`src/rtl/pixel_stream_buffer.sv`:
```
// pixel_stream_buffer
//   Elastic 24-bit pixel buffer between the memory-side pixel fetch path and
//   the DVI Video/VideoReady/VideoValid interface, single clock (cpu_clk_g).
//   A first-word-fall-through FIFO holds pixels. Raster position is tracked per
//   transfer. A one-cycle frame_interrupt follows the last pixel of a frame.
//   refill_req signals a low buffer.
//
//   Optional feature (define to enable): PIXBUF_UNDERRUN_FILL_EN
//     When enabled, video_valid is held high. An empty FIFO presents FILL_COLOR,
//     and that fill pixel counts as a raster transfer, which keeps the DVI
//     timing aligned through memory stalls.
//
//   Ports
//     clk              clock (cpu_clk_g domain)
//     rst              synchronous active-high reset
//     in_data/in_valid pixel word input, [23:0] RGB, [31:24] ignored
//     in_ready         buffer can accept (~full & ~rst)
//     video            pixel to DVI
//     video_valid      pixel valid
//     video_ready      DVI accepts pixel this cycle
//     level            FIFO occupancy 0..DEPTH
//     refill_req       registered, level <= LOW_WATER (previous cycle)
//     pix_x/pix_y      raster position of the pixel currently at video
//     frame_interrupt  one-cycle pulse after the final pixel of a frame
//     underrun_count   saturating count of ready-while-empty cycles
module pixel_stream_buffer #(
  parameter int unsigned ADDR_W     = 6,
  parameter int unsigned H_PIXELS   = 800,
  parameter int unsigned V_LINES    = 600,
  parameter int unsigned LOW_WATER  = 16,
  parameter logic [23:0] FILL_COLOR = 24'h000000
) (
  input  logic              clk,
  input  logic              rst,
  input  logic [31:0]       in_data,
  input  logic              in_valid,
  output logic              in_ready,
  output logic [23:0]       video,
  output logic              video_valid,
  input  logic              video_ready,
  output logic [ADDR_W:0]   level,
  output logic              refill_req,
  output logic [10:0]       pix_x,
  output logic [9:0]        pix_y,
  output logic              frame_interrupt,
  output logic [15:0]       underrun_count
);

  localparam int unsigned     DEPTH      = 2 ** ADDR_W;
  localparam logic [ADDR_W:0] FULL_LEVEL = (ADDR_W + 1)'(DEPTH);
  localparam logic [ADDR_W:0] LOW_LEVEL  = (ADDR_W + 1)'(LOW_WATER);
  localparam logic [10:0]     X_LAST     = 11'(H_PIXELS - 1);
  localparam logic [9:0]      Y_LAST     = 10'(V_LINES - 1);

  logic [23:0]       mem [DEPTH];
  logic [ADDR_W-1:0] wr_ptr;
  logic [ADDR_W-1:0] rd_ptr;
  logic [ADDR_W:0]   level_q;

  logic empty;
  logic full;
  logic wr_en;
  logic pop;
  logic xfer;
  logic underrun;
  logic last_x;
  logic last_y;

  // Upper byte of the input word carries no pixel data.
  logic unused_hi;
  assign unused_hi = ^in_data[31:24];

  assign empty    = (level_q == '0);
  assign full     = (level_q == FULL_LEVEL);
  assign in_ready = ~full & ~rst;
  assign wr_en    = in_valid & in_ready;

`ifdef PIXBUF_UNDERRUN_FILL_EN
  assign video_valid = 1'b1;
  assign video       = empty ? FILL_COLOR : mem[rd_ptr];
`else
  logic unused_fill;
  assign unused_fill = ^FILL_COLOR;
  assign video_valid = ~empty;
  assign video       = empty ? '0 : mem[rd_ptr];
`endif

  // A fill pixel is a transfer for the raster but never pops the FIFO.
  assign xfer     = video_valid & video_ready;
  assign pop      = xfer & ~empty;
  assign underrun = video_ready & empty;
  assign last_x   = (pix_x == X_LAST);
  assign last_y   = (pix_y == Y_LAST);

  assign level = level_q;

  always_ff @(posedge clk) begin
    if (wr_en) begin
      mem[wr_ptr] <= in_data[23:0];
    end
  end

  always_ff @(posedge clk) begin
    if (rst) begin
      wr_ptr  <= '0;
      rd_ptr  <= '0;
      level_q <= '0;
    end else begin
      if (wr_en) wr_ptr <= wr_ptr + ADDR_W'(1);
      if (pop)   rd_ptr <= rd_ptr + ADDR_W'(1);
      unique case ({wr_en, pop})
        2'b10:   level_q <= level_q + (ADDR_W + 1)'(1);
        2'b01:   level_q <= level_q - (ADDR_W + 1)'(1);
        default: level_q <= level_q;
      endcase
    end
  end

  always_ff @(posedge clk) begin
    if (rst) begin
      pix_x           <= '0;
      pix_y           <= '0;
      frame_interrupt <= 1'b0;
    end else begin
      frame_interrupt <= xfer & last_x & last_y;
      if (xfer) begin
        if (last_x) begin
          pix_x <= '0;
          pix_y <= last_y ? '0 : pix_y + 10'd1;
        end else begin
          pix_x <= pix_x + 11'd1;
        end
      end
    end
  end

  always_ff @(posedge clk) begin
    if (rst) begin
      underrun_count <= '0;
      refill_req     <= 1'b1;
    end else begin
      if (underrun && underrun_count != '1) begin
        underrun_count <= underrun_count + 16'd1;
      end
      refill_req <= (level_q <= LOW_LEVEL);
    end
  end

endmodule

```
`config.mk`:
```
export PLATFORM = sky130hd
export DESIGN_NAME = pixel_stream_buffer
export DESIGN_NICKNAME = d
export VERILOG_FILES = /design/src/rtl/pixel_stream_buffer.sv
export SDC_FILE = /design/constraint.sdc
export NUM_CORES = 1
export LEC_CHECK = 0
export ABC_CLOCK_PERIOD_IN_PS = 3500
export BUFFER_PORTS_ARGS = -buffer_cell sky130_fd_sc_hd__buf_2
export CAP_MARGIN = 20
export CORE_ASPECT_RATIO = 0.6
export CORE_MARGIN = 5
export CORE_UTILIZATION = 40
export CTS_CLUSTER_DIAMETER = 100
export DETAILED_ROUTE_END_ITERATION = 16
export GPL_ROUTABILITY_DRIVEN = 0
export SETUP_SLACK_MARGIN = 0.3
export SLEW_MARGIN = 20
export SYNTH_ARGS = -nofsm -noshare
export SYNTH_HDL_FRONTEND = slang
export SYNTH_SLANG_ARGS = --single-unit
```
`constraint.sdc`:
```
create_clock -name clk -period 3.5 [get_ports clk]
set_input_delay 0.525 -clock clk [delete_from_list [all_inputs] [get_ports clk]]
set_output_delay 0.525 -clock clk [all_outputs]
set_load 0.05 [all_outputs]
```
Word level (Yosys, flattened, before mapping). Memory sizes are Yosys's and may differ from the RTL's. A register that Yosys moved wholly into a read port is not among the register bits. Cells that the tools add are included.

Register bits after elaboration: 58. Bits in writable memories: 1536. Memories: 1.

Memory list: mem (depth 64, bits a word 24, rd ports 1, clocked after memory_dff 1, write ports 1, line 55) `logic [23:0] mem [DEPTH];`.

$add $sub $neg: 7. Order comparisons: 1. Eq/ne operators: 6. Muxes and demuxes: 8. Bitwise logic cells: 10. Reductions and logical operators: 4.

Operators with widths (count): $mux W24 (1); $add A16 B1 Y16 const B (1); $ne A16 B16 Y1 const B (1); $pmux W7 S2 (1); $add A6 B1 Y6 const B (2); $mux W6 (2); $add A11 B1 Y11 const B (1); $eq A11 B10 Y1 const B (1); $mux W11 (1); $add A10 B1 Y10 const B (1); $eq A10 B10 Y1 const B (1); $mux W10 (1); $add A7 B1 Y7 const B (1); $and A1 B1 Y1 (7); $eq A7 B7 Y1 const B (1); $le A7 B5 Y1 const B (1); $logic_not A7 Y1 (1); $sub A7 B1 Y7 const B (1); $not A1 Y1 (3); $eq A2 B1 Y1 const B (1); $eq A2 B2 Y1 const B (1); $mux W1 (2); $reduce_and A2 Y1 (1); $reduce_bool A2 Y1 (1); $logic_and A1 B1 Y1 (1).

Logic depth before layout (Yosys ltp).
Word-level depth: 6. Depth in mapped cells: 14.

Worst setup path after synthesis. Ideal clock, no wire load.

Path type: register to register. Start point: register level_q[1] (netlist: level[1]). End point: register level_q[4] (netlist: level[4]). Library setup time: 121 ps. Arrival time: 3786 ps. Required time: 3379 ps. Path slack: -407 ps. Cell stages (with the launch flop): 15. Path buffers: 4. Clock period less this slack: 3907 ps. Path through: dfxtp_1 -> buf_6 -> or4_4 -> buf_6 -> o21ai_4 -> inv_1 -> buf_1 -> ha_1 -> clkbuf_1 -> xor2_1 -> ha_1 -> or4b_2 -> a21oi_1 -> a21oi_1 -> mux2_2.

Word-level cells in the longest chain between the ends: 6. Elaborated cells on any way between the ends: 14. Classes of those cells: 2 x add/sub; 3 x eq/ne; 1 x mux; 6 x bitwise; 2 x reduce/logical.

RTL lines: from (decl) (line 58) `logic [ADDR_W:0] level_q;`; from (signal assigned) (line 112) `2'b10: level_q <= level_q + (ADDR_W + 1)'(1);`; from (signal assigned) (line 113) `2'b01: level_q <= level_q - (ADDR_W + 1)'(1);`; from (signal assigned) (line 114) `default: level_q <= level_q;`; $logic_not A7 Y1 * (line 73) `assign empty = (level_q == '0);`; $not A1 Y1 * (line 84, 90); $and A1 B1 Y1 (line 89) `assign xfer = video_valid & video_ready;`; $and A1 B1 Y1 * (line 90) `assign pop = xfer & ~empty;`; named net pop (line 63) `logic pop;`; $eq A2 B1 Y1 / $eq A2 B2 Y1 (equally long branches) (line 111) `unique case ({wr_en, pop})`; $pmux W7 S2 / $reduce_bool A2 Y1 (equally long branches).

The timed path passes the listed nets; every way through them passes the cells marked *. A chain may end at the register's enable or synchronous reset.

==> reports/qor_table.md <==
| Quantity | Value | Unit |
| --- | --- | --- |
| Clock tree root driver cell | clkbuf_16 | - |
| Min Tclk post-route | 3700 | ps |
| Wire length of the first global-routing pass | 229000 | µm |
| Std-Cell Core Area | 152000 | µm² |
| Result of the run | finished with violations | - |
| Max_slew headroom | 0.237 | - |
| DRC violations left | 0 | - |
| Cell internal power dissipation | 34.5 | mW |
| Number of fillers in the final layout | 12400 | - |
| Mean Syn Cell Area | 21.1 | µm² |
| Number of levels the H-tree was split into | 4 | - |
| Number of rows in the core area | 111 | - |
| Worst-case clock skew | 28.8 | ps |
| Final wirelength | 162000 | µm |
| First-pass iteration count of the detailed router | 5 | - |
| I/O pin count | 108 | - |
| Reported leakage power | 22.6 | nW |
| Combined area of all synthesized cells | 61100 | µm² |
| Largest fanout on the critical path | 8 | - |
| Clock input transition at the sequential cells of the worst setup and hold paths | 60 | ps |
| CTS tree | yes | - |
| Estimated wirelength of the detail-placed design | 92500 | µm |
| Max_cap viols | 0 | - |
| Startpoint type of the worst setup path | register | - |
| Max rail drop VDD | 0.000468 | V |
| Total global-route track usage | 0.198 | - |
| Crit-path max cell delay | 620 | ps |
| Number of DRC markers in iteration 0 | 4187 | - |
| Maximum number of pins on one net before global-route repair | 65 | - |
| Share of the core filled with cells | 0.481 | - |
| Post-synthesis async set-or-reset flop share | 0 | - |
| Buffer depth of the longest clock path | 3 | - |
| Hold slack | 240 | ps |
| Most frequent standard cell in the layout excluding fill and tap cells | edfxtp_1 | - |
| Port Buffers | 99 | - |
| Number of unique standard cell types used by synthesis | 58 | - |
| Number of global-route vias before repair | 30300 | - |
| Die footprint | 161000 | µm² |
| Worst Tran Pin Value | 1140 | ps |
| Number of clock sinks | 1600 | - |
| Width of the chip | 515 | µm |
| Total placed cells including tap cells | 5084 | - |
| Final cell count without fillers | 5401 | - |
| Area of the multi-input gates | 14200 | µm² |
| Smallest setup slack after layout | -201 | ps |
| Final hold viol count | 0 | - |
| Worst-path cell with the longest stage delay | nor3_1 | - |
| Syn Inst Count | 2889 | - |
| Setup TNS Final | -2820 | ps |
| Final layout net count | 3300 | - |
| Sequential cell area in the final layout | 47400 | µm² |
| Hold WC Path Type | in -> reg | - |
| Overall power consumption | 47.7 | mW |
| Power per Cell Area | 651 | nW/µm² |
| Part of the power in the clock network | 0.317 | - |
| Warnings from Yosys | 0 | - |
| Final period utilization | 1.06 | - |
| Final setup violation count | 24 | - |
| Layout cells sized above 1 | 0.374 | - |
| Cell mode on critical path | buf_12 | - |
| Violated checks | setup timing | - |
| Sequential cell fraction of total power | 0.445 | - |
| Layout overhead on the synthesized area | 19.9 | % |
| DR vias | 31300 | - |
| Setup repair after global routing missed its margin | yes | - |
| Die span in y | 313 | µm |
| Switching part of the total | 0.278 | - |
| Proportion of synthesized chip area in sequential cells | 0.776 | - |
| Power dissipated by switching net loads | 13.3 | mW |
| Count of hold buffers inserted by post-cts repair | 0 | - |
| Required time reported for the critical path endpoint | 2970 | ps |
| Clock insertion delay at the later pin of the skew report | 760 | ps |
| CP arrival | 3180 | ps |
| Number of antenna violations at the first check in global routing | 5 | - |
| Number of nets in the synthesized netlist | 2932 | - |
| Part of the total power dissipated in combinational logic | 0.239 | - |
| Gr ovfl total | 0 | - |
| Capturing element type of the critical path | primary output | - |
| Achievable Freq | 0.270 | GHz |
| Most used cells in the layout excluding fill and tap cells | 1536 x edfxtp_1, 384 x mux4_2, 154 x buf_4 | - |
| Worst Path Class, Setup | reg -> out | - |
| Post-synth top flop | edfxtp_1 | - |
| Count of antenna-violating nets left after detailed routing | 0 | - |
| Total count of max-transition violations in the final report | 0 | - |
| Flip-flop and latch count after synthesis | 1600 | - |
| Critical Path, Cell by Cell | buf_12 > buf_16 > buf_4 > mux4_2 > o22ai_2 > nor3_1 > o21ai_1 > nand2_2 > buf_12 | - |
| Num CTS Buffers | 142 | - |
| Vias per std cell | 5.80 | - |
| Effective utilization at floorplan | 0.401 | - |
| Drt wl/cell | 29.9 | µm |
| Number of synthesized flops with an enable pin | 1536 | - |
[repair_timing]
| action | in CTS | in global routing |
|---|---|---|
| endpoints found under the hold margin | 0 | 0 |
| cloned | 15 | 5 |
| buffers inserted | 26 | 16 |
| pin swaps | 69 | 24 |
| endpoints found under the setup margin | 24 | 25 |
| resized for setup | 308 | 41 |
[final timing paths]
kind                            slack (ps)               endpoint                   start  cells past startpoint
worst max-delay path                  -200              video[16]                register                      9
worst min register to register         500               register  rd_ptr[1]$_SDFFE_PP0P_                      2
worst max register to register         450  level[4]$_SDFFE_PP0P_   level[3]$_SDFFE_PP0P_                     10
worst min-delay path                   240    mem[6][7]$_DFFE_PP_              in_data[7]                      1
[stage by stage]
step           cell area [µm²]  setup WS, ps
2_1_floorplan            61200           120
3_3_place_gp             66500           323
3_5_place_dp             66500           310
4_1_cts                  72800          -214
5_1_grt                  73300          -286
6_report                 73300          -201
[cell families (layout without fill, tap and decap cells)]
| kind of cell | Yosys count | count (layout) | share of synthesized area |
|---|---|---|---|
| xor gates and xnor gates | 41 | 41 | 0.00588 |
| AOI/OAI and AO/OA | 301 | 301 | 0.0337 |
| other | 0 | 1 | 0 |
| and+or+nand+nor | 375 | 375 | 0.0288 |
| muxes | 390 | 390 | 0.143 |
| adders and majority gates | 7 | 7 | 0.00143 |
| buffers and inverters | 175 | 652 | 0.0118 |
| DFF | 1600 | 1600 | 0.776 |
[metal layers]
metal  routed length, µm  track usage  part of all wire
met5                  12            0          0.000074
met4                2760       0.0420             0.017
met1               72200        0.315              0.45
met3               16400       0.0433              0.10
met2               70100        0.281              0.43
[registers in the layout (all words and copies together) (netlist names), named ones only]
name and cells:
frame_interrupt 1, level 7, mem 1536, pix_x 11
pix_y 10, rd_ptr 6, refill_req 1, underrun_count 16
wr_ptr 6
[power by group through the flow]
| stage | Combinational [mW] | Clock [mW] | Sequential (mW) |
|---|---|---|---|
| 2_1_floorplan | 5.80 | 0 | 21.7 |
| 3_3_place_gp | 9.40 | 0 | 21.6 |
| 3_5_place_dp | 9.46 | 0 | 21.6 |
| 4_1_cts | 11.2 | 15.4 | 21.2 |
| 5_1_grt | 12.0 | 16.3 | 21.2 |
| 6_report | 11.4 | 15.1 | 21.2 |
[worst max-delay path: cells and delay by family, from the launching register on]
| family | cells | cell delay [ps] |
|---|---|---|
| AND/OR/NAND/NOR | 2 | 770 |
| buffers and inverters | 4 | 650 |
| flip-flops | 1 | 380 |
| multiplexers | 1 | 340 |
| AO/OA/AOI/OAI | 2 | 290 |
[Yosys cell counts, types with 3 or more instances]
cell type  instances  share of area
mux2_2             3        0.00055
nor2_1           133         0.0082
or3_1              8        0.00082
xor2_1            15         0.0022
o22ai_1           86         0.0088
edfxtp_1        1536           0.75
o31ai_1            3        0.00037
a31oi_1            3        0.00031
dfxtp_1           64          0.021
buf_2             40         0.0033
nand4_1            8        0.00082
o21ai_0           31         0.0025
inv_1             14        0.00086
a21o_1             3        0.00037
or3b_2             3        0.00043
nand2_1           98         0.0060
and2_1             4        0.00041
ha_1               7         0.0014
a22oi_1          131          0.016
and3_1             6        0.00061
and4_1             3        0.00043
or4_1              4        0.00049
nor2b_1            7        0.00072
mux4_2           384           0.14
clkbuf_1         105         0.0065
nor4_1             7        0.00072
nand3b_1           4        0.00049
nor3_1            52         0.0043
xnor2_1           26         0.0037
a211oi_1           5        0.00061
nor4b_1            5        0.00072
buf_1             14        0.00086
a21oi_1           20         0.0016
mux2i_1            3        0.00049
nand3_1           22         0.0018
o211ai_1           4        0.00049
[cell type report]
type                       count  share of cell area
clock buffer                 171              0.0510
antenna                        1           0.0000341
timing repair buffer         385              0.0630
multi-input combinational   1114               0.194
inverter                      14            0.000717
sequential                  1600               0.647
tap                         2034              0.0347
clock inverter                82             0.00905
No activity file was read; power rests on OpenSTA's default activity.
